**config.mk**
```make
export PLATFORM = sky130hd
export DESIGN_NAME = tc_serializer
export DESIGN_NICKNAME = d
export VERILOG_FILES = /design/src/rtl/tc_serializer.sv
export SDC_FILE = /design/constraint.sdc
export NUM_CORES = 1
export LEC_CHECK = 0
export ABC_AREA = 0
export BUFFER_PORTS_ARGS = -buffer_cell sky130_fd_sc_hd__buf_4
export CORE_UTILIZATION = 30
export DETAILED_ROUTE_END_ITERATION = 8
export SLEW_MARGIN = 0
export SYNTH_ARGS = -nofsm -noshare
export SYNTH_HDL_FRONTEND = slang
export SYNTH_SLANG_ARGS = --single-unit
```
**constraint.sdc**
```tcl
create_clock -name t_clk -period 1.9 [get_ports t_clk]
set_clock_uncertainty 0.2 [all_clocks]
set_input_delay 0 -clock t_clk [delete_from_list [all_inputs] [get_ports t_clk]]
set_output_delay 0 -clock t_clk [all_outputs]
set_load 0.01 [all_outputs]
```
**src/rtl/tc_serializer.sv**
```systemverilog
// Parallel-to-serial feeder for the serial two's-complement stage: one clear pulse, then the word LSB-first.
// Optional sign extension of each frame by EXT copies of the MSB when TC_SER_SIGNEXT_EN is defined.
module tc_serializer #(
  parameter int W   = 8,
  parameter int EXT = 2
) (
  input  logic         t_clk,
  input  logic         r,
  input  logic [W-1:0] din,
  input  logic         din_valid,
  output logic         din_ready,
  output logic         ser_bit,
  output logic         bit_valid,
  output logic         frame_clr,
  output logic         last
);

  localparam int CW = $clog2(W + EXT + 1);

`ifdef TC_SER_SIGNEXT_EN
  typedef enum logic [1:0] {IDLE, CLR, SHIFT, EXTD} state_t;
`else
  typedef enum logic [1:0] {IDLE, CLR, SHIFT} state_t;
`endif

  state_t         state, state_n;
  logic [W-1:0]   shreg;
  logic [CW-1:0]  cnt;
  logic           accept;
  logic           msb_cyc;
`ifdef TC_SER_SIGNEXT_EN
  logic           msb;
`endif

  assign msb_cyc = (state == SHIFT) && (cnt == CW'(W - 1));
  assign accept  = din_valid && din_ready;

  always_ff @(posedge t_clk or posedge r) begin
    if (r) begin
      state <= IDLE;
      shreg <= '0;
      cnt   <= '0;
`ifdef TC_SER_SIGNEXT_EN
      msb   <= 1'b0;
`endif
    end else begin
      state <= state_n;
      if (accept) begin
        shreg <= din;
        cnt   <= '0;
`ifdef TC_SER_SIGNEXT_EN
        // shreg is drained by the time EXTD runs, so keep the sign bit aside
        msb   <= din[W-1];
`endif
      end else if (state == SHIFT) begin
        shreg <= shreg >> 1;
        cnt   <= cnt + CW'(1);
`ifdef TC_SER_SIGNEXT_EN
      end else if (state == EXTD) begin
        cnt   <= cnt + CW'(1);
`endif
      end
    end
  end

  always_comb begin
    state_n   = state;
    din_ready = 1'b0;
    ser_bit   = 1'b0;
    bit_valid = 1'b0;
    frame_clr = 1'b0;
    last      = 1'b0;
    case (state)
      IDLE: begin
        din_ready = !r;
        if (din_valid && !r) state_n = CLR;
      end
      CLR: begin
        frame_clr = 1'b1;
        state_n   = SHIFT;
      end
      SHIFT: begin
        ser_bit   = shreg[0];
        bit_valid = 1'b1;
`ifdef TC_SER_SIGNEXT_EN
        if (msb_cyc) state_n = EXTD;
`else
        if (msb_cyc) begin
          last      = 1'b1;
          din_ready = !r;
          state_n   = (din_valid && !r) ? CLR : IDLE;
        end
`endif
      end
`ifdef TC_SER_SIGNEXT_EN
      EXTD: begin
        ser_bit   = msb;
        bit_valid = 1'b1;
        if (cnt == CW'(W + EXT - 1)) begin
          last      = 1'b1;
          din_ready = !r;
          state_n   = (din_valid && !r) ? CLR : IDLE;
        end
      end
`endif
      default: state_n = IDLE;
    endcase
  end

endmodule

```
* After elaboration in Yosys (flattened, before gate mapping)
Index checks and enable logic that the tools add are counted.
** Storage, ports and cells
- Register bits :: 14
- Input bits :: 11
- Output and inout bits :: 5
- Logic and storage cells :: 31
** Operators by class
- Add/sub/neg operators :: 1
- Equality and inequality tests :: 5
- Mux-type cells :: 15
- Reductions and logical operators :: 7
** Operators by type and width (count)
- $mux W8 :: 2
- $mux W4 :: 2
- $mux W1 :: 7
- $pmux W2 S3 :: 1
- $add A4 B1 Y4 const B :: 1
- $eq A4 B3 Y1 const B :: 1
- $mux W2 :: 2
- $ne A2 B2 Y1 const B :: 2
- $logic_and A1 B1 Y1 :: 3
- $eq A2 B1 Y1 const B :: 1
- $eq A2 B2 Y1 const B :: 1
- $logic_not A2 Y1 :: 1
- $pmux W1 S2 :: 1
- $reduce_and A2 Y1 :: 1
- $reduce_bool A2 Y1 :: 1
- $logic_not A1 Y1 :: 1

* Longest topological paths before layout
Gate-level depths: netlist (run 1).
- Word-level depth :: 6
- Mapped depth :: 5
- Depth with buffers taken out :: 4

* Least setup slack after synthesis (run 1)
No wires, ideal clock.
- Kind :: reg-to-reg
- Start point :: register cnt[0]
- End point :: register shreg[1]
- Setup time :: 0.125 ns
- Data arrival time :: 1.618 ns
- Required time :: 1.575 ns
- Slack :: -0.043 ns
- Stages on the path, launching flop included :: 6
- Buffers on the path :: 1
- Clock period less this slack :: 1.943 ns
- Cells stage by stage :: dfrtp_1 > ha_1 > nand3b_4 > a2111oi_4 > buf_6 > mux2_4
** On the way
- Cells in the longest elaborated chain, start to end :: 6
- Elaborated cells on any way between the ends :: 7
- Those cells by class :: 1 x eq/ne; 3 x mux; 3 x reduce/logical
** Ends and longest elaborated chain
- start: declaration :: RTL line 28 : logic [CW-1:0] cnt;
- start signal: assignment :: RTL line 57 : cnt <= cnt + CW'(1);
- $eq A4 B3 Y1 (*) :: RTL line 35 : assign msb_cyc = (state == SHIFT) && (cnt == CW'(W - 1));
- $logic_and A1 B1 Y1 (*) :: RTL line 35
- $mux W1 (*) :: RTL line 88 : if (msb_cyc) begin
- $pmux W1 S2 (*) :: RTL line 73 : case (state)
- $logic_and A1 B1 Y1 (*) :: RTL line 36 : assign accept = din_valid && din_ready;
- $mux W8 / $reduce_bool A2 Y1 (equally long branches)
- end signal: assignment :: RTL line 49 : shreg <= din;
- end signal: assignment :: RTL line 56 : shreg <= shreg >> 1;
- end: declaration :: RTL line 27 : logic [W-1:0] shreg;
Mark *: on every way between the ends. The rest lies on a longest branch, timed or not.
A chain may end at the register's enable or synchronous reset.

* Worst setup path after layout (run 1)
- Start point :: register cnt[0]
- End point :: register shreg[4]
The elaborated chain is that of the path after synthesis.

==> run_results.csv, run 1 <==
group,metric,value,unit
worst_setup_path,max_stage_delay,0.41,ns
detailed_routing,antenna_left,0,
worst_setup_path,path_class,"reg2reg",
timing,fin_crit,1.846,ns
placement,hpwl,940,um
worst_setup_path,cp-start-kind,"flip-flop",
detailed_routing,drtPass1Iterations,2,
worst_setup_path,r2r-start,"cnt[0]$_DFFE_PP0P_",
synth,syn_area_per_cell,12.91,um2
clock_network,cts-htree-levels,1,
die,coreArea,2255,um2
worst_setup_path,crit_start,"cnt[0]$_DFFE_PP0P_",
synth,synthesis.nets,69,
clock_network,root_buffer,"clkbuf_4",
power_and_ir_drop,pwr_density_cell,1319,nW/um2
power_and_ir_drop,power.total,1445,uW
grt,grtUsageTotal,11.52,%
detailed_routing,routed_via_density,4.570,
finish,layout-drive-gt1-share,50.54,%
power_and_ir_drop,leakagePower,0.0005421,uW
worst_setup_path,timing.critical_path.buf_inv,1,
detailed_routing,drt_iter0_markers,2,
synth,synth.area.top_cells,"dfrtp_1 48%, mux2_2 15%, mux2_4 8.2%",
timing,fmax,0.5418,GHz
finish,fin_nets,106,
worst_setup_path,crit_required,1.86,ns
clock_network,clk_pin_slew,0.09,ns
placement,gp_congestion,0.6759,
hold_path,min_path_type,"in2async",
worst_setup_path,crit_path_max_fanout,6,
timing,setup_viol,0,
grt,grt_pass1_vias,476,
synth,yosys-top-cells-count,"14 x dfrtp_1, 10 x mux2_2, 4 x mux2_4",
finish,regArea,350.3,um2
finish,n_antenna_cell,0,
worst_setup_path,end_kind,"flip-flop",
clock_network,cts_buffers,3,
worst_setup_path,r2r-end,"shreg[4]$_DFFE_PP0P_",
finish,multi_input_area,375.4,um2
synth,synth_cell_types,25,
synth,yosys.cell_count.top_type,"dfrtp_1",
clock_network,cts_tree,"built",
die,rows,17,
clock_network,cts_sinks,14,
worst_setup_path,arrival,1.81,ns
worst_setup_path,crit_slowest_cell,"dfrtp_1",
timing,max-slew-margin-rel,64.70,%
worst_setup_path,crit_chain,"ha_4, nand3b_4, a2111oi_4, buf_6, mux2_4",
grt,antenna_found_initial,0,
synth,synth-seq-area-share,47.62,%
placement,io_buffers,15,
synth,synth.top_cell.area_share,47.62,%
worst_setup_path,crit_family,"flip-flops",
grt,gr-total-overflow,0,
synth,ys.flop_type,"dfrtp_1",
timing,worst_slack,0.05434,ns
clock_network,clock_path_buffers,2,
timing,hold_viol,0,
timing,worstMarginPinSlew,0.5289,ns
finish,fill_cells,235,
synth,async_flop_share,100.0,%
synth,yosysWarnings,0,
synth,synth_area,735.7,um2
timing,rsz0062_at_grt,"true",
placement,dp_slack,-0.01930,ns
synth,synth_edf_count,0,
run_status,outcome,"finished, final reports clean",
synth,syn_inst,57,
finish,syn_to_final_growth,48.98,%
grt,grt_max_degree,15,
timing,slew_violations,0,
detailed_routing,drc,0,
timing,period_share,97.14,%
run,max_cap_viol_count,0,
die,die_h,51.52,um
worst_setup_path,worst-r2r-setup-slack,0.05,ns
die,initial_core_util,32.63,%
synth,ys_ff_latch,14,
grt,grt_pass1_wl,2.145,mm
detailed_routing,wl,1.496,mm
die,ioPinCount,16,
clock_network,worstSkewPairLatency,0.28,ns
detailed_routing,num_vias,553,
detailed_routing,wire_per_inst,12.36,um
power_and_ir_drop,ir_drop,0.6699,mV
die,die_x,51.52,um
worst_setup_path,rr_worst_depth,5,
synth,synth_top_area_cell,"dfrtp_1",
die,die-area,2654,um2
worst register-to-register path, cell delays in order (launching register included):
cell	delay, ns
dfrtp_1	0.41
ha_4	0.17
nand3b_4	0.09
a2111oi_4	0.35
buf_6	0.20
mux2_4	0.31
per-layer routing:
layer | global-route usage, % | wire length, um | vias to the layer above
met5 | 0 | 0 | -
met4 | 5.405 | 16 | 0
met3 | 4.386 | 52 | 2
met2 | 17.53 | 730 | 11
met1 | 14.31 | 697 | 271
li1 | - | - | 269
flip-flops by register name, summed over array words and instances (netlist names):
| register | cells |
|---|---|
| shreg | 8 |
| cnt | 4 |
| state | 2 |
worst max-delay path by stage:
stage	end	slack (ns)	cells past startpoint
2_1_floorplan	shreg[1]$_DFFE_PP0P_	0.01	5
3_3_place_gp	shreg[0]$_DFFE_PP0P_	0.02	5
3_5_place_dp	shreg[6]$_DFFE_PP0P_	-0.02	5
4_1_cts	shreg[6]$_DFFE_PP0P_	0.0004	5
5_1_grt	shreg[6]$_DFFE_PP0P_	0.005	5
6_report	shreg[4]$_DFFE_PP0P_	0.05	5
power by group:
| group | internal, uW | leakage, uW | switching, uW | total [uW] |
|---|---|---|---|---|
| combinational | 457 | 0.000345 | 251 | 708 |
| clock | 117 | 0.0000210 | 94.5 | 211 |
| sequential | 428 | 0.000176 | 98.1 | 526 |
| total | 1000 | 0.000542 | 444 | 1450 |
what timing repair did:
action	in CTS	in global routing
hold buffers	10	0
setup endpoints to repair	4	7
gates cloned	0	1
setup buffers	0	3
hold endpoints to repair	27	0
gates resized for setup	1	6
layout make-up:
| cell class | count | share of cell area [%] |
|---|---|---|
| multi-input cells | 37 | 34.25 |
| flip-flops and latches | 14 | 31.96 |
| repair buffers | 34 | 25.91 |
| clock buffers | 4 | 3.311 |
| well taps | 28 | 3.196 |
| inverters | 4 | 1.370 |
through the flow:
stage / cell area (um2) / util, % / hold WS (ns) / setup TNS (ns) / std cells
after detailed placement: 902.1 / 40.01 / -0.08883 / -0.04392 / 103
after CTS: 1042 / 46.23 / 0.1523 / 0 / 117
after global placement: 902.1 / 40.01 / -0.08520 / 0 / 103
after floorplan: 735.7 / - / -0.3108 / 0 / 57
after global routing: 1096 / 48.61 / 0.2015 / 0 / 121
final: 1096 / 48.61 / 0.1405 / 0 / 121
cells in the final DEF (no fill, tap or decap), drive strengths merged, types with 2 or more instances in the layout:
cell	instances
inv	4
clkbuf	4
nand3b	2
dfrtp	14
mux2	14
nor2	3
a21oi	2
nand2	3
dlygate4sd3	10
buf	24
cell families (layout without fill, tap and decap cells):
family	count (synthesis)	count (layout)	synth area share, %
DFF	14	14	47.62
adders and majority gates	1	1	1.700
xor gates and xnor gates	2	2	2.381
and+or+nand+nor	13	13	10.89
buffers and inverters	6	42	4.592
AOI/OAI and AO/OA	6	6	7.994
muxes	15	15	24.83
(Power assumes the default switching activity.)
==> inputs of run 2 (changes only) <==
- CELL_PAD_IN_SITES_DETAIL_PLACEMENT: not set -> 0
- CELL_PAD_IN_SITES_GLOBAL_PLACEMENT: not set -> 1
- PLACE_DENSITY_LB_ADDON: not set -> 0.1
- clock period: 1.9 -> 1.8 ns (I/O delays scaled with it)
==> run 2 against run 1 <==
Compared with the run above: global-route usage up 1.4 points; largest cell class unchanged; highest routed layer unchanged; clock power up 7%; count of clock-buffer cells in the layout did not move; sequential share of layout area is 0.36 points lower; first-iteration DRC count grew to 4.0 times the previous value.
==> run_results.csv, run 2 (synthesized netlist as in run 1, its figures left out) <==
group,metric,value,unit
detailed_routing,num_vias,534,
worst_setup_path,arrival,1.75,ns
placement,hpwl,1.053,mm
detailed_routing,routed_via_density,4.341,
timing,fin_hold_ws,0.07530,ns
worst_setup_path,r2r-end,"shreg[3]$_DFFE_PP0P_",
clock_network,cts_buffers,3,
grt,grt_pass1_vias,556,
finish,post-route-util,49.17,%
clock_network,cts-htree-levels,1,
timing,fin_crit,1.782,ns
grt,antenna_found_initial,0,
worst_setup_path,crit_path_max_fanout,4,
worst_setup_path,crit_required,1.77,ns
timing,fmax,0.5611,GHz
worst_setup_path,r2r-start,"cnt[1]$_DFFE_PP0P_",
finish,final_common_cell,"buf_4",
die,die_x,51.52,um
die,coreArea,2255,um2
power_and_ir_drop,leakagePower,0.0005529,uW
finish,fin_nets,108,
detailed_routing,wire_per_inst,11.58,um
timing,max-slew-margin-rel,65.09,%
clock_network,cts_tree,"built",
hold_path,hold_path_depth,5,
clock_network,worstSkewPairLatency,0.28,ns
die,die_h,51.52,um
run,max_cap_viol_count,0,
finish,largest_reg_flops,8,
detailed_routing,drtPass1Iterations,2,
detailed_routing,drc,0,
die,die-area,2654,um2
finish,n_antenna_cell,0,
timing,worstMarginPinSlew,0.5230,ns
timing,rsz0062_at_grt,"true",
worst_setup_path,worst-r2r-setup-slack,0.02,ns
worst_setup_path,rr_worst_depth,5,
placement,gp_congestion,0.7211,
worst_setup_path,end_kind,"flip-flop",
timing,period_share,99.02,%
clock_network,root_buffer,"clkbuf_4",
hold_path,holdPathEnd,"state[0]$_DFFE_PP0P_",
detailed_routing,wl,1.424,mm
die,initial_core_util,32.63,%
worst_setup_path,crit_start,"cnt[1]$_DFFE_PP0P_",
grt,gr-total-overflow,0,
die,rows,17,
worst_setup_path,cp-start-kind,"flip-flop",
clock_network,clock_path_buffers,2,
grt,grt_pass1_wl,2.463,mm
timing,hold_viol,0,
grt,grtUsageTotal,12.90,%
power_and_ir_drop,ir_drop,0.6541,mV
detailed_routing,drt_iter0_markers,8,
clock_network,clk_pin_slew,0.09,ns
grt,grt_max_degree,15,
worst_setup_path,path_class,"reg2reg",
hold_path,min_path_type,"in2reg",
hold_path,hp-start,"din_valid",
power_and_ir_drop,pwr_density_cell,1398,nW/um2
finish,syn_to_final_growth,50.68,%
run_status,outcome,"finished, final reports clean",
timing,setup_viol,0,
detailed_routing,antenna_left,0,
finish,regMostFlops,"shreg",
finish,reg_top3,"shreg: 8 flops, cnt: 4 flops, state: 2 flops",
finish,layout_common_cells,"26 x buf_4, 14 x dfrtp_1, 9 x dlygate4sd3_1",
clock_network,cts_sinks,14,
finish,layout-drive-gt1-share,52.63,%
timing,tns,0,ns
timing,slew_violations,0,
placement,io_buffers,15,
die,ioPinCount,16,
[run 2: worst max path at each step]
stage | to | slack [ns] | cells past startpoint
final | shreg[3]$_DFFE_PP0P_ | 0.02 | 5
after global routing | shreg[5]$_DFFE_PP0P_ | -0.06 | 5
after CTS | shreg[3]$_DFFE_PP0P_ | -0.007 | 5
after detailed placement | shreg[0]$_DFFE_PP0P_ | -0.05 | 5
after global placement | shreg[6]$_DFFE_PP0P_ | 0.008 | 5
after floorplan | shreg[1]$_DFFE_PP0P_ | -0.08 | 5
[run 2: through the flow]
stage               total power, uW  instances  setup WS (ns)  area [um2]
detailed placement             1255        108       -0.05035       942.2
global placement               1257        108       0.007582       942.2
floorplan                      1024         57       -0.07826       738.2
finish                         1549        123        0.01771        1109
CTS                            1564        122      -0.007394        1097
global route                   1678        123       -0.05993        1109
[run 2: worst max-delay path, stage by stage (launching register included)]
cell and delay, ns:
dfrtp_1 0.40, ha_4 0.16, nand3b_4 0.09, a2111oi_4 0.33, buf_4 0.21, mux2_4 0.30
[run 2: timing repair]
| item | 4_1_cts | 5_1_grt |
|---|---|---|
| endpoints found under the setup margin | 8 | 8 |
| gates resized for setup | 4 | 1 |
| hold endpoints to repair | 22 | 0 |
| buffers inserted | 1 | 1 |
| hold buffers | 9 | 0 |
[run 2: per-layer routing]
| metal | vias up | GRT usage [%] | part of all wire [%] |
|---|---|---|---|
| met2 | 13 | 19.70 | 44 |
| li1 | 269 | - | - |
| met4 | 0 | 8.108 | 0.63 |
| met5 | - | 0 | 0 |
| met1 | 250 | 16.54 | 52 |
| met3 | 2 | 2.632 | 3.9 |
[run 2: final cells by class]
cell class	count	area [um2]
Sequential cell	14	350.3
Timing Repair Buffer	36	296.5
Multi-Input combinational cell	37	375.4
Clock buffer	4	36.28
Fill cell	229	1146
Inverter	4	15.01
Tap cell	28	35.03
[run 2: power by group]
group          total [uW]  internal, uW  switching, uW
logic                 776           507            269
registers             549           452           96.9
clock network         225           123            102
total                1550          1080            467
==> inputs of run 3 (changes only) <==
- PLACE_DENSITY_LB_ADDON: 0.1 -> 0.12
==> run 3 against run 2 <==
Compared with the run above: register-to-register slack got worse by 0.02 ns; highest routed layer unchanged; worst setup slack got worse by 0.016 ns; largest cell class unchanged; non-clock buffer count decreased by 3; routed wire length increased by 1.5%; sequential power about the same; hold slack improved by 0.025 ns.
==> run_results.csv, run 3 (synthesized netlist as in run 1, its figures left out) <==
group,metric,value,unit
hold_path,holdPathEnd,"state[0]$_DFFE_PP0P_",
worst_setup_path,arrival,1.76,ns
worst_setup_path,crit_path_max_fanout,8,
clock_network,cts_sinks,14,
timing,hold_viol,0,
detailed_routing,drtPass1Iterations,4,
timing,fin_crit,1.798,ns
finish,layout_common_cells,"23 x buf_4, 14 x dfrtp_1, 10 x mux2_2",
grt,antenna_found_initial,0,
clock_network,root_buffer,"clkbuf_4",
clock_network,clock_path_buffers,2,
finish,layout-drive-gt1-share,51.09,%
hold_path,hp-start,"din_valid",
placement,io_buffers,15,
finish,fill_cells,217,
finish,syn_to_final_growth,46.09,%
worst_setup_path,worst-r2r-setup-slack,0.002,ns
grt,grt_pass1_vias,559,
timing,setup_viol,0,
detailed_routing,wire_per_inst,12.05,um
finish,reg_top3,"shreg: 8 flops, cnt: 4 flops, state: 2 flops",
timing,period_share,99.89,%
timing,tns,0,ns
power_and_ir_drop,power.switching,459.8,uW
hold_path,min_path_type,"in2reg",
placement,gp_congestion,0.7105,
timing,worstMarginPinSlew,0.5739,ns
timing,rsz0062_at_grt,"true",
timing,fmax,0.5562,GHz
grt,grt_pass1_wl,2.594,mm
power_and_ir_drop,p_int,1038,uW
worst_setup_path,r2r-end,"shreg[6]$_DFFE_PP0P_",
worst_setup_path,path_class,"reg2reg",
die,die_h,51.52,um
power_and_ir_drop,leakagePower,0.0005288,uW
power_and_ir_drop,power_frac_comb,48.5,%
placement,place_area,927.1,um2
die,rows,17,
timing,slew_violations,0,
detailed_routing,routed_via_density,4.417,
die,ioPinCount,16,
grt,gr-total-overflow,0,
timing,max-slew-margin-rel,61.70,%
finish,largest_reg_flops,8,
power_and_ir_drop,pwr_density_cell,1394,nW/um2
worst_setup_path,r2r-start,"cnt[0]$_DFFE_PP0P_",
finish,final_area,1075,um2
finish,final_common_cell,"buf_4",
finish,n_antenna_cell,0,
grt,grt_max_degree,15,
run_status,outcome,"finished, final reports clean",
worst_setup_path,crit_required,1.77,ns
power_and_ir_drop,seq_power_share,36.6,%
detailed_routing,drc,0,
die,die_x,51.52,um
power_and_ir_drop,ir_drop,0.7004,mV
die,coreArea,2255,um2
detailed_routing,num_vias,530,
power_and_ir_drop,pwr-share-clk,14.9,%
die,die-area,2654,um2
clock_network,cts_tree,"built",
hold_path,hold_path_depth,5,
finish,fin_nets,105,
worst_setup_path,rr_worst_depth,5,
detailed_routing,drt_iter0_markers,3,
placement,hpwl,988.1,um
die,initial_core_util,32.63,%
finish,regMostFlops,"shreg",
detailed_routing,wl,1.446,mm
clock_network,clk_pin_slew,0.08,ns
grt,grtUsageTotal,13.73,%
finish,post-route-util,47.67,%
detailed_routing,antenna_left,0,
clock_network,cts-htree-levels,1,
clock_network,cts_buffers,3,
worst_setup_path,cp-start-kind,"flip-flop",
run,max_cap_viol_count,0,
power_and_ir_drop,p_sw_share,30.69,%
clock_network,worstSkewPairLatency,0.27,ns
worst_setup_path,end_kind,"flip-flop",
run 3: repair_timing:
item | CTS | global route
hold buffers | 9 | 0
resized for setup | 2 | 0
endpoints found under the setup margin | 8 | 8
pin swaps | 1 | 0
endpoints found under the hold margin | 22 | 0
setup buffers | 0 | 1
run 3: final cells by class:
cell class / instances / area (um2) / area share [%]
clock buffer: 4 / 36.28 / 3.376
inverter: 4 / 15.01 / 1.397
multi-input combinational: 37 / 364.1 / 33.88
sequential: 14 / 350.3 / 32.60
tap: 28 / 35.03 / 3.260
timing repair buffer: 33 / 274.0 / 25.49
run 3: critical path, stage by stage (launching register included):
cell and delay (ns):
dfrtp_1 0.40, ha_4 0.17, nand3b_4 0.09, a2111oi_4 0.31, buf_6 0.19, mux2_2 0.33
run 3: per-stage QoR:
stage               hold WS, ns  total power (uW)  setup slack [ns]  cells
finish                   0.1007              1498          0.001936    120
global route             0.1171              1629          -0.05768    120
CTS                     0.09462              1497         -0.005784    119
detailed placement     -0.07578              1235          -0.05096    106
global placement       -0.07303              1230          -0.02046    106
floorplan               -0.3108              1024          -0.07826     57
run 3: worst max path at each step:
stage / from / cells past startpoint / endpoint / slack [ns]
floorplan: cnt[0]$_DFFE_PP0P_ / 5 / shreg[1]$_DFFE_PP0P_ / -0.08
global placement: cnt[0]$_DFFE_PP0P_ / 5 / shreg[0]$_DFFE_PP0P_ / -0.02
detailed placement: cnt[1]$_DFFE_PP0P_ / 5 / shreg[6]$_DFFE_PP0P_ / -0.05
CTS: cnt[0]$_DFFE_PP0P_ / 5 / shreg[6]$_DFFE_PP0P_ / -0.006
global route: cnt[1]$_DFFE_PP0P_ / 5 / shreg[6]$_DFFE_PP0P_ / -0.06
finish: cnt[0]$_DFFE_PP0P_ / 5 / shreg[6]$_DFFE_PP0P_ / 0.002
run 3: metal layers:
| layer | vias to the layer above | track usage [%] | wire [um] |
|---|---|---|---|
| met4 | 0 | 8.108 | 16 |
| met2 | 13 | 21.65 | 637 |
| met3 | 2 | 2.632 | 51 |
| met5 | - | 0 | 0 |
| li1 | 266 | - | - |
| met1 | 249 | 17.34 | 742 |
run 3: power by group through the flow:
stage,Combinational (uW),Sequential [uW],Clock [uW]
2_1_floorplan,493,531,0
3_3_place_gp,684,546,0
3_5_place_dp,688,547,0
4_1_cts,715,549,233
5_1_grt,804,576,249
6_report,727,549,223
